$ cat src/rtl/frame_reception.sv
// frame_reception: byte-wide MAC receiver. Strips preamble/SFD, captures the
// header, filters on destination, forwards payload without FCS through a
// 5-byte delay line, checks CRC-32 and reports per-frame status.
//
// Input handshake: rx_valid is a level that is high on every byte of a frame;
// there is no ready. A frame starts when rx_valid rises and ends on the first
// low cycle. Output pl_valid is a pulse per byte with no backpressure: the
// consumer must take every beat.
module frame_reception #(
  parameter logic [47:0] MAC_ADDR    = 48'h02_00_00_00_00_01,
  parameter bit          PROMISC     = 1'b0,
  parameter int          MIN_PAYLOAD = 46,
  parameter int          MAX_PAYLOAD = 1500
) (
  input  logic        clk,
  input  logic        rst,
  input  logic        rx_valid,
  input  logic [7:0]  rx_data,
  output logic        hdr_valid,
  output logic [47:0] dest_addr,
  output logic [47:0] src_addr,
  output logic [15:0] eth_type,
  output logic        addr_match,
  output logic        pl_valid,
  output logic [7:0]  pl_data,
  output logic        pl_last,
  output logic        frame_done,
  output logic        frame_ok,
  output logic        crc_err,
  output logic        len_err,
  output logic        fmt_err,
  output logic [10:0] payload_len,
  output logic [2:0]  dbg_state
);

  typedef enum logic [2:0] {
    S_IDLE = 3'd0,
    S_PRE  = 3'd1,
    S_HDR  = 3'd2,
    S_PAY  = 3'd3,
    S_DROP = 3'd4
  } state_t;

  localparam logic [31:0] CRC_RESIDUE = 32'hDEBB_20E3;
  localparam logic [10:0] CNT_MAX     = 11'(MAX_PAYLOAD + 4);
  localparam logic [10:0] MIN_LEN     = 11'(MIN_PAYLOAD);

  // Reflected CRC-32, one byte, LSB first.
  function automatic logic [31:0] crc_byte(input logic [31:0] c, input logic [7:0] b);
    logic [31:0] r;
    r = c ^ {24'h0, b};
    for (int i = 0; i < 8; i++) begin
      r = r[0] ? ((r >> 1) ^ 32'hEDB8_8320) : (r >> 1);
    end
    return r;
  endfunction

  state_t        state_q, state_d;
  logic          rx_valid_q;
  logic [2:0]    pre_cnt_q, pre_cnt_d;
  logic [3:0]    hdr_cnt_q, hdr_cnt_d;
  logic [103:0]  hdr_sr_q, hdr_sr_d;
  logic [10:0]   cnt_q, cnt_d;
  logic [39:0]   line_q, line_d;     // newest byte in [7:0], oldest in [39:32]
  logic [31:0]   crc_q, crc_d;
  logic          err_fmt_q, err_fmt_d;
  logic          err_len_q, err_len_d;

  logic          hdr_valid_q, hdr_valid_d;
  logic [47:0]   dest_q, dest_d, src_q, src_d;
  logic [15:0]   type_q, type_d;
  logic          match_q, match_d;
  logic          pl_valid_q, pl_valid_d, pl_last_q, pl_last_d;
  logic [7:0]    pl_data_q, pl_data_d;
  logic          done_q, done_d, ok_q, ok_d;
  logic          crc_err_q, crc_err_d, len_err_q, len_err_d, fmt_err_q, fmt_err_d;
  logic [10:0]   plen_q, plen_d;

  logic          start, fend;
  logic [10:0]   cnt_inc, plen_calc;
  logic [111:0]  hdr_full;

  assign start     = rx_valid & ~rx_valid_q;
  assign fend      = ~rx_valid & rx_valid_q & (state_q != S_IDLE);
  assign cnt_inc   = cnt_q + 11'd1;
  assign plen_calc = (cnt_q >= 11'd4) ? (cnt_q - 11'd4) : 11'd0;
  assign hdr_full  = {hdr_sr_q, rx_data};

  // State register.
  always_ff @(posedge clk) begin
    if (rst) state_q <= S_IDLE;
    else     state_q <= state_d;
  end

  // Next-state logic: frame end always returns to IDLE.
  always_comb begin
    state_d = state_q;
    if (fend) begin
      state_d = S_IDLE;
    end else if (rx_valid) begin
      case (state_q)
        S_IDLE: if (start) state_d = (rx_data == 8'h55) ? S_PRE : S_DROP;
        S_PRE: begin
          if (rx_data == 8'h55 && pre_cnt_q != 3'd7) state_d = S_PRE;
          else if (rx_data == 8'hD5)                 state_d = S_HDR;
          else                                       state_d = S_DROP;
        end
        S_HDR:   if (hdr_cnt_q == 4'd13) state_d = S_HDR == S_HDR ? S_PAY : S_HDR;
        S_PAY:   if (cnt_inc > CNT_MAX)  state_d = S_DROP;
        default: ;
      endcase
    end
  end

  // Datapath and registered-output next values.
  always_comb begin
    pre_cnt_d   = pre_cnt_q;
    hdr_cnt_d   = hdr_cnt_q;
    hdr_sr_d    = hdr_sr_q;
    cnt_d       = cnt_q;
    line_d      = line_q;
    crc_d       = crc_q;
    err_fmt_d   = err_fmt_q;
    err_len_d   = err_len_q;
    hdr_valid_d = 1'b0;
    dest_d      = dest_q;
    src_d       = src_q;
    type_d      = type_q;
    match_d     = match_q;
    pl_valid_d  = 1'b0;
    pl_data_d   = pl_data_q;
    pl_last_d   = 1'b0;
    done_d      = 1'b0;
    ok_d        = ok_q;
    crc_err_d   = crc_err_q;
    len_err_d   = len_err_q;
    fmt_err_d   = fmt_err_q;
    plen_d      = plen_q;

    if (fend) begin
      done_d    = 1'b1;
      plen_d    = plen_calc;
      fmt_err_d = err_fmt_q | (state_q == S_PRE) | (state_q == S_HDR);
      len_err_d = err_len_q | (plen_calc < MIN_LEN);
      crc_err_d = (state_q == S_PAY) & (crc_q != CRC_RESIDUE);
      ok_d      = match_q & ~crc_err_d & ~len_err_d & ~fmt_err_d;
      // The oldest delay-line byte is the final payload byte; the rest is FCS.
      if (state_q == S_PAY && match_q && cnt_q >= 11'd5) begin
        pl_valid_d = 1'b1;
        pl_last_d  = 1'b1;
        pl_data_d  = line_q[39:32];
      end
      pre_cnt_d = 3'd0;
      hdr_cnt_d = 4'd0;
      cnt_d     = 11'd0;
      line_d    = 40'd0;
      err_fmt_d = 1'b0;
      err_len_d = 1'b0;
    end else if (rx_valid) begin
      case (state_q)
        S_IDLE: begin
          if (start) begin
            pre_cnt_d = 3'd0;
            hdr_cnt_d = 4'd0;
            cnt_d     = 11'd0;
            line_d    = 40'd0;
            err_len_d = 1'b0;
            match_d   = 1'b0;
            if (rx_data == 8'h55) begin
              pre_cnt_d = 3'd1;
              err_fmt_d = 1'b0;
            end else begin
              err_fmt_d = 1'b1;
            end
          end
        end
        S_PRE: begin
          if (rx_data == 8'h55 && pre_cnt_q != 3'd7) begin
            pre_cnt_d = pre_cnt_q + 3'd1;
          end else if (rx_data == 8'hD5) begin
            crc_d     = 32'hFFFF_FFFF;
            hdr_cnt_d = 4'd0;
          end else begin
            err_fmt_d = 1'b1;
          end
        end
        S_HDR: begin
          crc_d     = crc_byte(crc_q, rx_data);
          hdr_sr_d  = {hdr_sr_q[95:0], rx_data};
          hdr_cnt_d = hdr_cnt_q + 4'd1;
          if (hdr_cnt_q == 4'd13) begin
            dest_d      = hdr_full[111:64];
            src_d       = hdr_full[63:16];
            type_d      = hdr_full[15:0];
            hdr_valid_d = 1'b1;
            match_d     = (hdr_full[111:64] == MAC_ADDR) |
                          (hdr_full[111:64] == 48'hFFFF_FFFF_FFFF) | PROMISC;
          end
        end
        S_PAY: begin
          crc_d  = crc_byte(crc_q, rx_data);
          cnt_d  = cnt_inc;
          line_d = {line_q[31:0], rx_data};
          if (cnt_q >= 11'd5 && match_q) begin
            pl_valid_d = 1'b1;
            pl_data_d  = line_q[39:32];
          end
          if (cnt_inc > CNT_MAX) err_len_d = 1'b1;
        end
        default: ;
      endcase
    end
  end

  // Datapath and output registers.
  always_ff @(posedge clk) begin
    if (rst) begin
      rx_valid_q  <= 1'b1;
      pre_cnt_q   <= 3'd0;
      hdr_cnt_q   <= 4'd0;
      hdr_sr_q    <= 104'd0;
      cnt_q       <= 11'd0;
      line_q      <= 40'd0;
      crc_q       <= 32'hFFFF_FFFF;
      err_fmt_q   <= 1'b0;
      err_len_q   <= 1'b0;
      hdr_valid_q <= 1'b0;
      dest_q      <= 48'd0;
      src_q       <= 48'd0;
      type_q      <= 16'd0;
      match_q     <= 1'b0;
      pl_valid_q  <= 1'b0;
      pl_data_q   <= 8'd0;
      pl_last_q   <= 1'b0;
      done_q      <= 1'b0;
      ok_q        <= 1'b0;
      crc_err_q   <= 1'b0;
      len_err_q   <= 1'b0;
      fmt_err_q   <= 1'b0;
      plen_q      <= 11'd0;
    end else begin
      rx_valid_q  <= rx_valid;
      pre_cnt_q   <= pre_cnt_d;
      hdr_cnt_q   <= hdr_cnt_d;
      hdr_sr_q    <= hdr_sr_d;
      cnt_q       <= cnt_d;
      line_q      <= line_d;
      crc_q       <= crc_d;
      err_fmt_q   <= err_fmt_d;
      err_len_q   <= err_len_d;
      hdr_valid_q <= hdr_valid_d;
      dest_q      <= dest_d;
      src_q       <= src_d;
      type_q      <= type_d;
      match_q     <= match_d;
      pl_valid_q  <= pl_valid_d;
      pl_data_q   <= pl_data_d;
      pl_last_q   <= pl_last_d;
      done_q      <= done_d;
      ok_q        <= ok_d;
      crc_err_q   <= crc_err_d;
      len_err_q   <= len_err_d;
      fmt_err_q   <= fmt_err_d;
      plen_q      <= plen_d;
    end
  end

  assign hdr_valid   = hdr_valid_q;
  assign dest_addr   = dest_q;
  assign src_addr    = src_q;
  assign eth_type    = type_q;
  assign addr_match  = match_q;
  assign pl_valid    = pl_valid_q;
  assign pl_data     = pl_data_q;
  assign pl_last     = pl_last_q;
  assign frame_done  = done_q;
  assign frame_ok    = ok_q;
  assign crc_err     = crc_err_q;
  assign len_err     = len_err_q;
  assign fmt_err     = fmt_err_q;
  assign payload_len = plen_q;
  assign dbg_state   = state_q;

endmodule

$ cat config.mk
export PLATFORM = sky130hd
export DESIGN_NAME = frame_reception
export DESIGN_NICKNAME = d
export VERILOG_FILES = /design/src/rtl/frame_reception.sv
export SDC_FILE = /design/constraint.sdc
export NUM_CORES = 1
export LEC_CHECK = 0
export ABC_AREA = 1
export CORE_MARGIN = 4
export CORE_UTILIZATION = 25
export DETAILED_ROUTE_END_ITERATION = 10
export GPL_TIMING_DRIVEN = 0
export SLEW_MARGIN = 20
export SYNTH_ARGS = -nofsm -noshare
export SYNTH_HDL_FRONTEND = slang
export SYNTH_SLANG_ARGS = --single-unit
$ cat constraint.sdc
create_clock -name clk -period 1.7 [get_ports clk]
set_clock_uncertainty 0.05 [all_clocks]
set_input_delay 0.34 -clock clk [delete_from_list [all_inputs] [get_ports clk]]
set_output_delay 0.34 -clock clk [all_outputs]
set_load 0.02 [all_outputs]
==> results list, run 1 <==
* Seq pwr share: 35.0%
- Sequential element share of the synthesized area: 48.3%
* Nets in the synthesized netlist: 1,777
* Flip-flop and latch count after synthesis: 340
- Worst reg2reg path endpoint: dest_addr[46]
* Worst Setup Slack, final: -207 ps
- Die height: 246 microns
- Gate count after technology mapping: 1,755
- The analysis attributes to cell leakage a power of 8.95 nW.
* Met3 capacity usage during global routing: 4.46%
- Synth cell count leaders: sky130_fd_sc_hd__dfxtp_1, sky130_fd_sc_hd__nand2_1, sky130_fd_sc_hd__a21oi_1
* Clock sink count: 340
* Number of antenna violations at the first check in global routing: 0
- Rel. slew slack: 54.1%
- Mux contribution to synthesized area: 0%
* Clock latency of the later-clocked register in the worst-skew pair: 560 ps
- Post-CTS clock slew at the launch and capture registers of the worst setup and hold paths: 60 ps
- On the final layout, the worst hold slack is 237 ps.
- By area the synthesized netlist is led by sky130_fd_sc_hd__dfxtp_1, sky130_fd_sc_hd__nand2_1, sky130_fd_sc_hd__a21oi_1, sky130_fd_sc_hd__o21ai_0, sky130_fd_sc_hd__nor2_1.
- Result of the run: finished, violations left
* Rows: 86
- Total power: 0.0283 W
* Bufs on Longest Clock Path: 3
* Worst Max-Slew Pin Slew: 689 ps
* Initial Util: 25.4%
* Arrival time at the worst endpoint: 2300 ps
* Layer with the highest usage after global routing: met2
- Most instantiated flip-flop cell in the synthesis netlist: sky130_fd_sc_hd__dfxtp_1
* Hold Path Stages: 3
* Number of port buffers: 153
* Global placer's final weighted congestion: 0.918
* Proportion of synthesized flip-flops having asynchronous set or reset: 0%
* CTS root buf: sky130_fd_sc_hd__clkbuf_16
- 0 antenna diodes ended up in the layout.
* Worst hold-check path type: primary input to flip-flop
- For this block, the routed nets add up to 51,400 microns of wire.
- The first global-routing pass estimated 75,500 microns of wire.
* Yosys top cell area share: 48.3%
* Buffering stage count on the worst path with inverters included: 6
* Count of vias placed by the detailed router: 13,700
- By area, the combinational part of the netlist is dominated by compound AO/OA/AOI/OAI gates.
- Detail Route Antenna Nets: 0
- Die Wd: 246 microns
* Global routing usage on met1: 20.3%
* Share of the synthesized area in compound gates (AO/OA/AOI/OAI): 20.7%
- DIE AREA: 60,300 sq um
- Summing every instance area after synthesis gives 14,100 sq um.
- The worst register-to-register path begins at dbg_state[2].
- The worst path in the final design needs a cycle of 1910 ps, including I/O delays and setup.
- Worst-case reg-to-reg path depth: 12
- The slowest stage of the critical path belongs to the cell sky130_fd_sc_hd__dfxtp_4.
- XOR/XNOR Fraction of Synth Area: 4.28%
* Critical Path End Type: flip-flop
* Mean cell area of the mapped netlist: 8.04 sq um
- Setup slack on the worst reg-to-reg path comes out at -210 ps.
- Total global-route track usage: 15.7%
* Switching share of power: 34.8%
- Of all nets on the critical path, the largest fanout is 7.
* Final-layout setup total negative slack: -30,620 ps
* Count of different cell masters after synthesis: 46
- The worst setup path is launched from a flip-flop.
* Drt drc: 1
* Post-detailed-route wirelength per cell: 18.0 microns
- Across the run, the number of max-cap violations was 0.
* Number of filler instances in the final layout: 5,515
* Adder-cell share of the synthesized area: 0.976%
- Area growth, synth to finish: 52.0%
* Net switching power: 0.00985 W
- Portion of total power attributed to the clock network: 32.6%
- Vias in the first global route: 13,100
- For this run, the top clock speed supported by timing is 0.524 GHz.
- Grt total ovfl: 0
- The final reports fail on DRC, setup timing.
- Unrepaired setup endpoints after global routing: yes
- The largest total area in the synthesized netlist belongs to sky130_fd_sc_hd__dfxtp_1.
- Share of the clock period used by the worst path: 112%
- Fraction of the mapped netlist area in simple logic gates: 18.0%
- For this design the ratio of total power to cell area is 1320 nW/um^2.
- The worst hold path terminates at line_q[1].
- Buffers inserted to repair hold after CTS numbered 0.
* TritonCTS buffer count: 38
* Stage delay of the slowest cell on the critical path: 370 ps
- Number of hold violations in the final report: 0
- The signal on the critical path passes through nor2_4, inv_4, nor2_4, inv_4, nor2_8, inv_6, nor2_8, clkinv_8, buf_12, buf_8, nor2_2, nor2_1.
* Most instantiated library cell after synthesis: sky130_fd_sc_hd__dfxtp_1
- The region available for standard cell placement spans 55,500 sq um.
- The critical path is of the flip-flop to flip-flop type.
- The Yosys step of the flow raised 0 warnings.
* Top Ports: 154
* Clock tree from TritonCTS: done
- Crit path max-delay family: simple AND/OR/NAND/NOR gates
- Endpoints failing setup: 299
* Pin count of the biggest net entering global routing: 14
- Yosys mapped a number of flops with a built-in enable equal to 0.
- Total Nets Final: 2,097
* Maximum level of the CTS H-tree: 2
- Hold Startpoint: rx_data[1]
- Pre-Repair DR Iteration Count: 9
- Share of post-route cells with drive strength above 1: 32.1%
* Internal cell power: 0.0185 W
- Final HPWL from detailed placement: 35,000 microns
- Worst path required time: 2090 ps
- The number of max-slew violations in the final report was 0.
- The detailed router finished its first iteration with 1,309 violations.
* Vias per std cell: 4.82
* Grt met2 use: 26.2%
- VDD IR-drop max: 832 uV
* Combinational group share of total power: 32.4%
## kinds of logic after synthesis
logic type | Yosys count
buf+inv | 263
compound gates | 497
xor+xnor | 59
simple gates | 585
flops | 340
fa+ha+maj | 11
## metal layers
| metal | wire length [microns] | part of all wire, % |
|---|---|---|
| met4 | 1020 | 2.0 |
| met5 | 0 | 0 |
| met1 | 21900 | 43 |
| met2 | 24100 | 47 |
| met3 | 4460 | 8.7 |
## worst max-delay path by stage
stage	startpoint	to	slack, ps	cells past startpoint
3_5_place_dp	rx_data[4]	crc_q[28]	-1390	8
3_3_place_gp	rx_data[4]	crc_q[28]	-1410	8
2_1_floorplan	dbg_state[1]	dest_addr[22]	-20	13
5_1_grt	dbg_state[1]	crc_q[5]	-270	10
4_1_cts	dbg_state[1]	dest_addr[34]	-240	13
6_report	dbg_state[2]	dest_addr[46]	-210	12
## power by group through the flow
stage | sequential, W | clock [W] | combinational [W]
after floorplan | 0.00974 | 0 | 0.00473
after global placement | 0.00993 | 0 | 0.00638
after detailed placement | 0.00994 | 0 | 0.00642
after CTS | 0.00985 | 0.00936 | 0.00845
after global routing | 0.0100 | 0.00972 | 0.00991
final | 0.00990 | 0.00922 | 0.00919
## sequential cells by signal, summed over array words and instances, names as in the netlist, 11 cells and up
name and count:
line_q 40, cnt_q 11, src_addr 48, crc_q 32, hdr_sr_q 104, payload_len 11
eth_type 16, dest_addr 48
## stage by stage
stage	instances	setup slack, ps	utilization, %	instance area (sq um)
5_1_grt	2853	-271	38.6	21400
2_1_floorplan	1755	-25.0	-	14200
4_1_cts	2821	-237	36.3	20200
3_3_place_gp	2656	-1410	30.1	16700
3_5_place_dp	2656	-1390	30.1	16700
6_report	2853	-207	38.6	21400
## placed cells by master (no fill, tap or decap), types with 20 or more instances in the layout
cell	count
sky130_fd_sc_hd__a211oi_2	20
sky130_fd_sc_hd__a21oi_1	154
sky130_fd_sc_hd__a21oi_2	51
sky130_fd_sc_hd__buf_12	30
sky130_fd_sc_hd__buf_4	78
sky130_fd_sc_hd__buf_6	35
sky130_fd_sc_hd__buf_8	21
sky130_fd_sc_hd__clkbuf_16	48
sky130_fd_sc_hd__dfxtp_1	320
sky130_fd_sc_hd__dlygate4sd2_1	139
sky130_fd_sc_hd__inv_1	125
sky130_fd_sc_hd__nand2_1	197
sky130_fd_sc_hd__nand2_2	42
sky130_fd_sc_hd__nand2_4	37
sky130_fd_sc_hd__nand3_1	69
sky130_fd_sc_hd__nand3_2	29
sky130_fd_sc_hd__nand4_1	24
sky130_fd_sc_hd__nor2_1	96
sky130_fd_sc_hd__nor2_4	36
sky130_fd_sc_hd__o21ai_0	151
sky130_fd_sc_hd__o21ai_2	64
sky130_fd_sc_hd__xor2_1	36
## final cells by class
cell class	count	area (sq um)	share of cell area [%]
clock buffer	54	1120	5.24
inverter	160	688	3.21
sequential	340	6850	32.0
tap	748	936	4.37
buffer	93	1020	4.74
clock inverter	16	277	1.29
multi-input combinational	1152	7550	35.2
timing repair buffer	290	2990	14.0
## timing repair
action,in CTS,in global routing
pin swaps,82,91
buffers inserted,85,34
resized for setup,527,321
setup endpoints to repair,481,389
cloned,15,7
## tightest hold or removal path, delay by kind of cell
| family | cells | cell delay, ps |
|---|---|---|
| buf+inv | 1 | 310 |
| compound gates | 1 | 50 |
| simple gates | 1 | 110 |
No activity file was read; power rests on OpenSTA's default activity.
==> inputs of run 2 (changes only) <==
--- a/config.mk
+++ b/config.mk
@@ -10,6 +10,7 @@
 export CORE_UTILIZATION = 25
 export DETAILED_ROUTE_END_ITERATION = 10
 export GPL_TIMING_DRIVEN = 0
+export RECOVER_POWER = 25
 export SLEW_MARGIN = 20
 export SYNTH_ARGS = -nofsm -noshare
 export SYNTH_HDL_FRONTEND = slang
==> results list, run 2 (synthesis gave the netlist of run 1 again) <==
* Result of the run: finished, violations left (unchanged)
- Violations in the final reports: setup timing (was DRC, setup timing)
* Share of post-route cells with drive strength above 1: 32.1% (about the same)
- Seq pwr share: 35.0% (about the same)
- Crit path max-delay family: buffers and inverters (was simple AND/OR/NAND/NOR gates)
* Clock latency of the later-clocked register in the worst-skew pair: 560 ps (about the same)
* Internal cell power: 0.0185 W (about the same)
- The buffer depth of the longest clock path is 3 (unchanged).
- Number of port buffers: 153 (unchanged)
* Hold slack final: 237 ps (about the same)
- Portion of total power attributed to the clock network: 32.6% (about the same)
- Worst Max-Slew Pin Slew: 679 ps (was 689 ps)
* Total routed wirelength: 51,400 microns (about the same)
- The number of standard-cell rows in the floorplan came to 86 (unchanged).
* Grt total ovfl: 0 (unchanged)
* Detail Route Antenna Nets: 0 (unchanged)
- The global placement routability congestion was 0.918 (unchanged).
- The number of vias per cell came to 4.82 (about the same).
* Top Ports: 154 (unchanged)
- The number of clock buffers inserted by TritonCTS was 38 (unchanged).
* Layer with the highest usage after global routing: met2 (unchanged)
* Total Nets Final: 2,097 (unchanged)
* Most common cell after layout, fill and taps aside: sky130_fd_sc_hd__dfxtp_1 (unchanged)
* Net switching power: 0.00984 W (was 0.00985 W)
- The switching part of the total power came to 34.8% (about the same).
* Pwr per Cell Area: 1320 nW/um^2 (about the same)
* Stage delay of the slowest cell on the critical path: 700 ps (was 370 ps)
- Slowest stage cell, crit path: sky130_fd_sc_hd__dlygate4sd3_1 (was sky130_fd_sc_hd__dfxtp_4)
* Total global-route track usage: 15.7% (unchanged)
* Count of vias placed by the detailed router: 13,700 (about the same)
- Post-detailed-route wirelength per cell: 18.0 microns (about the same)
- Maximum net fanout on the critical path: 10 (was 7)
- The number of inserted filler cells in the final layout is 5,516 (was 5,515).
* Vias in the first global route: 13,100 (unchanged)
* Clock sink count: 340 (unchanged)
- Register containing the most flip-flops in the final layout: hdr_sr_q (unchanged)
- Combinational group share of total power: 32.4% (about the same)
* Number of max-slew violations in the final report: 0 (unchanged)
- Initial Util: 25.4% (unchanged)
* Setup Crit Path Kind: primary input to flip-flop (was flip-flop to flip-flop)
- The leakage power summed over all cells was 8.91 nW (was 8.95 nW).
* Min cycle time layout: 1930 ps (was 1910 ps)
- The flip-flop count of the largest register after layout is 104 (unchanged).
- The master cell of the clock root buffer is sky130_fd_sc_hd__clkbuf_16 (unchanged).
- Worst path required time: 2150 ps (was 2090 ps)
- The global routing usage on met1 is 20.3% (unchanged).
* Buffering stage count on the worst path with inverters included: 3 (was 6)
- Commonest cells after routing, fill and taps aside: sky130_fd_sc_hd__dfxtp_1, sky130_fd_sc_hd__nand2_1, sky130_fd_sc_hd__a21oi_1 (unchanged).
- The met3 global-route usage came to 4.46% (unchanged).
* Total core area: 55,500 sq um (unchanged)
* Final HPWL from detailed placement: 35,000 microns (unchanged)
- The final count of hold timing violations came to 0 (unchanged).
* Area growth, synth to finish: 51.8% (was 52.0%)
- The area of the die came to 60,300 sq um (unchanged).
- Die height: 246 microns (unchanged)
- Drt first-iter violations: 1,314 (was 1,309)
- Pre-Repair DR Iteration Count: 6 (was 9)
- The antenna diode count was 0 (unchanged).
* Die Wd: 246 microns (unchanged)
- Unrepaired setup endpoints after global routing: yes (unchanged).
* Cells traversed along the worst timing path: dlygate4sd3_1, clkbuf_2, nor2_1, buf_6, nand3_1, a21oi_1, nand3_2, nand2_1 (was nor2_4, inv_4, nor2_4, inv_4, nor2_8, inv_6, nor2_8, clkinv_8, buf_12, buf_8, nor2_2, nor2_1)
- Grt met2 use: 26.2% (unchanged)
- The count of maximum capacitance violations is 0 (unchanged).
* Maximum frequency from static timing analysis: 0.517 GHz (was 0.524 GHz)
- The number of H-tree levels was 2 (unchanged).
- Rel. slew slack: 54.8% (was 54.1%)
- Type of element launching the critical path: primary input (was flip-flop)
- Worst hold-check path type: primary input to flip-flop (unchanged)
* Worst Setup Slack, final: -235 ps (was -207 ps)
- The CTS tree is done (unchanged).
* Critical Path End Type: flip-flop (unchanged)
- The final clock period utilization by the worst path is 114% (was 112%).
- The peak supply drop was 832 uV (about the same).
- Post-CTS clock slew at the launch and capture registers of the worst setup and hold paths: 60 ps (about the same)
- Drt drc: 0 (was 1)
* Slack of the worst reg-to-reg path: -200 ps (was -210 ps)
* Pin count of the biggest net entering global routing: 14 (unchanged)
- Wire length of the first global-routing pass: 75,500 microns (unchanged)
* Final-layout setup total negative slack: -32,210 ps (was -30,620 ps)
- Arrival time at the worst endpoint: 2380 ps (was 2300 ps)
* Hold-fix buffers, CTS: 0 (unchanged)
* Number of antenna violations at the first check in global routing: 0 (unchanged)
- Endpoints failing setup: 316 (was 299)
[run 2: metrics by stage]
stage | util (%) | cells | area [sq um] | setup WS, ps | power [W]
floorplan | - | 1755 | 14200 | -25.0 | 0.0145
global placement | 30.1 | 2656 | 16700 | -1410 | 0.0163
detailed placement | 30.1 | 2656 | 16700 | -1390 | 0.0164
CTS | 36.3 | 2821 | 20200 | -237 | 0.0277
global route | 38.6 | 2853 | 21400 | -271 | 0.0296
finish | 38.6 | 2853 | 21400 | -235 | 0.0283
[run 2: routing by layer]
metal | up-vias | routed length (microns)
met5 | - | 0
met4 | 0 | 1000
met3 | 80 | 4370
met2 | 513 | 24100
met1 | 6620 | 21900
li1 | 6532 | -
[run 2: final timing paths]
check | from | cells past startpoint | to
min | rx_data[1] | 3 | line_q[1]
min reg2reg | len_err | 2 | len_err
max | rst | 8 | frame_ok
max reg2reg | dbg_state[2] | 12 | dest_addr[46]
[run 2: worst register-to-register path, delay by kind of cell, from the launching register on]
family	cells	cell delay (ps)
and+or+nand+nor	6	720
buffers and inverters	6	650
DFF	1	370
[run 2: timing repair]
action / 4_1_cts / 5_1_grt
pin swaps: 82 / 91
setup endpoints to repair: 481 / 389
setup buffers: 85 / 34
resized for setup: 527 / 321
cloned: 15 / 7
[run 2: layout make-up]
type | count | area (sq um) | share of cell area, %
Clock inverter | 16 | 277 | 1.29
Clock buffer | 54 | 1120 | 5.24
Multi-Input combinational cell | 1152 | 7550 | 35.3
Inverter | 160 | 688 | 3.21
Sequential cell | 340 | 6850 | 32.0
Timing Repair Buffer | 290 | 2970 | 13.9
Tap cell | 748 | 936 | 4.37
Buffer | 93 | 1020 | 4.75
[run 2: power groups by stage]
stage / Sequential, W / Clock, W / Combinational, W
2_1_floorplan: 0.00974 / 0 / 0.00473
3_3_place_gp: 0.00993 / 0 / 0.00638
3_5_place_dp: 0.00994 / 0 / 0.00642
4_1_cts: 0.00985 / 0.00936 / 0.00845
5_1_grt: 0.0100 / 0.00972 / 0.00990
6_report: 0.00990 / 0.00922 / 0.00917
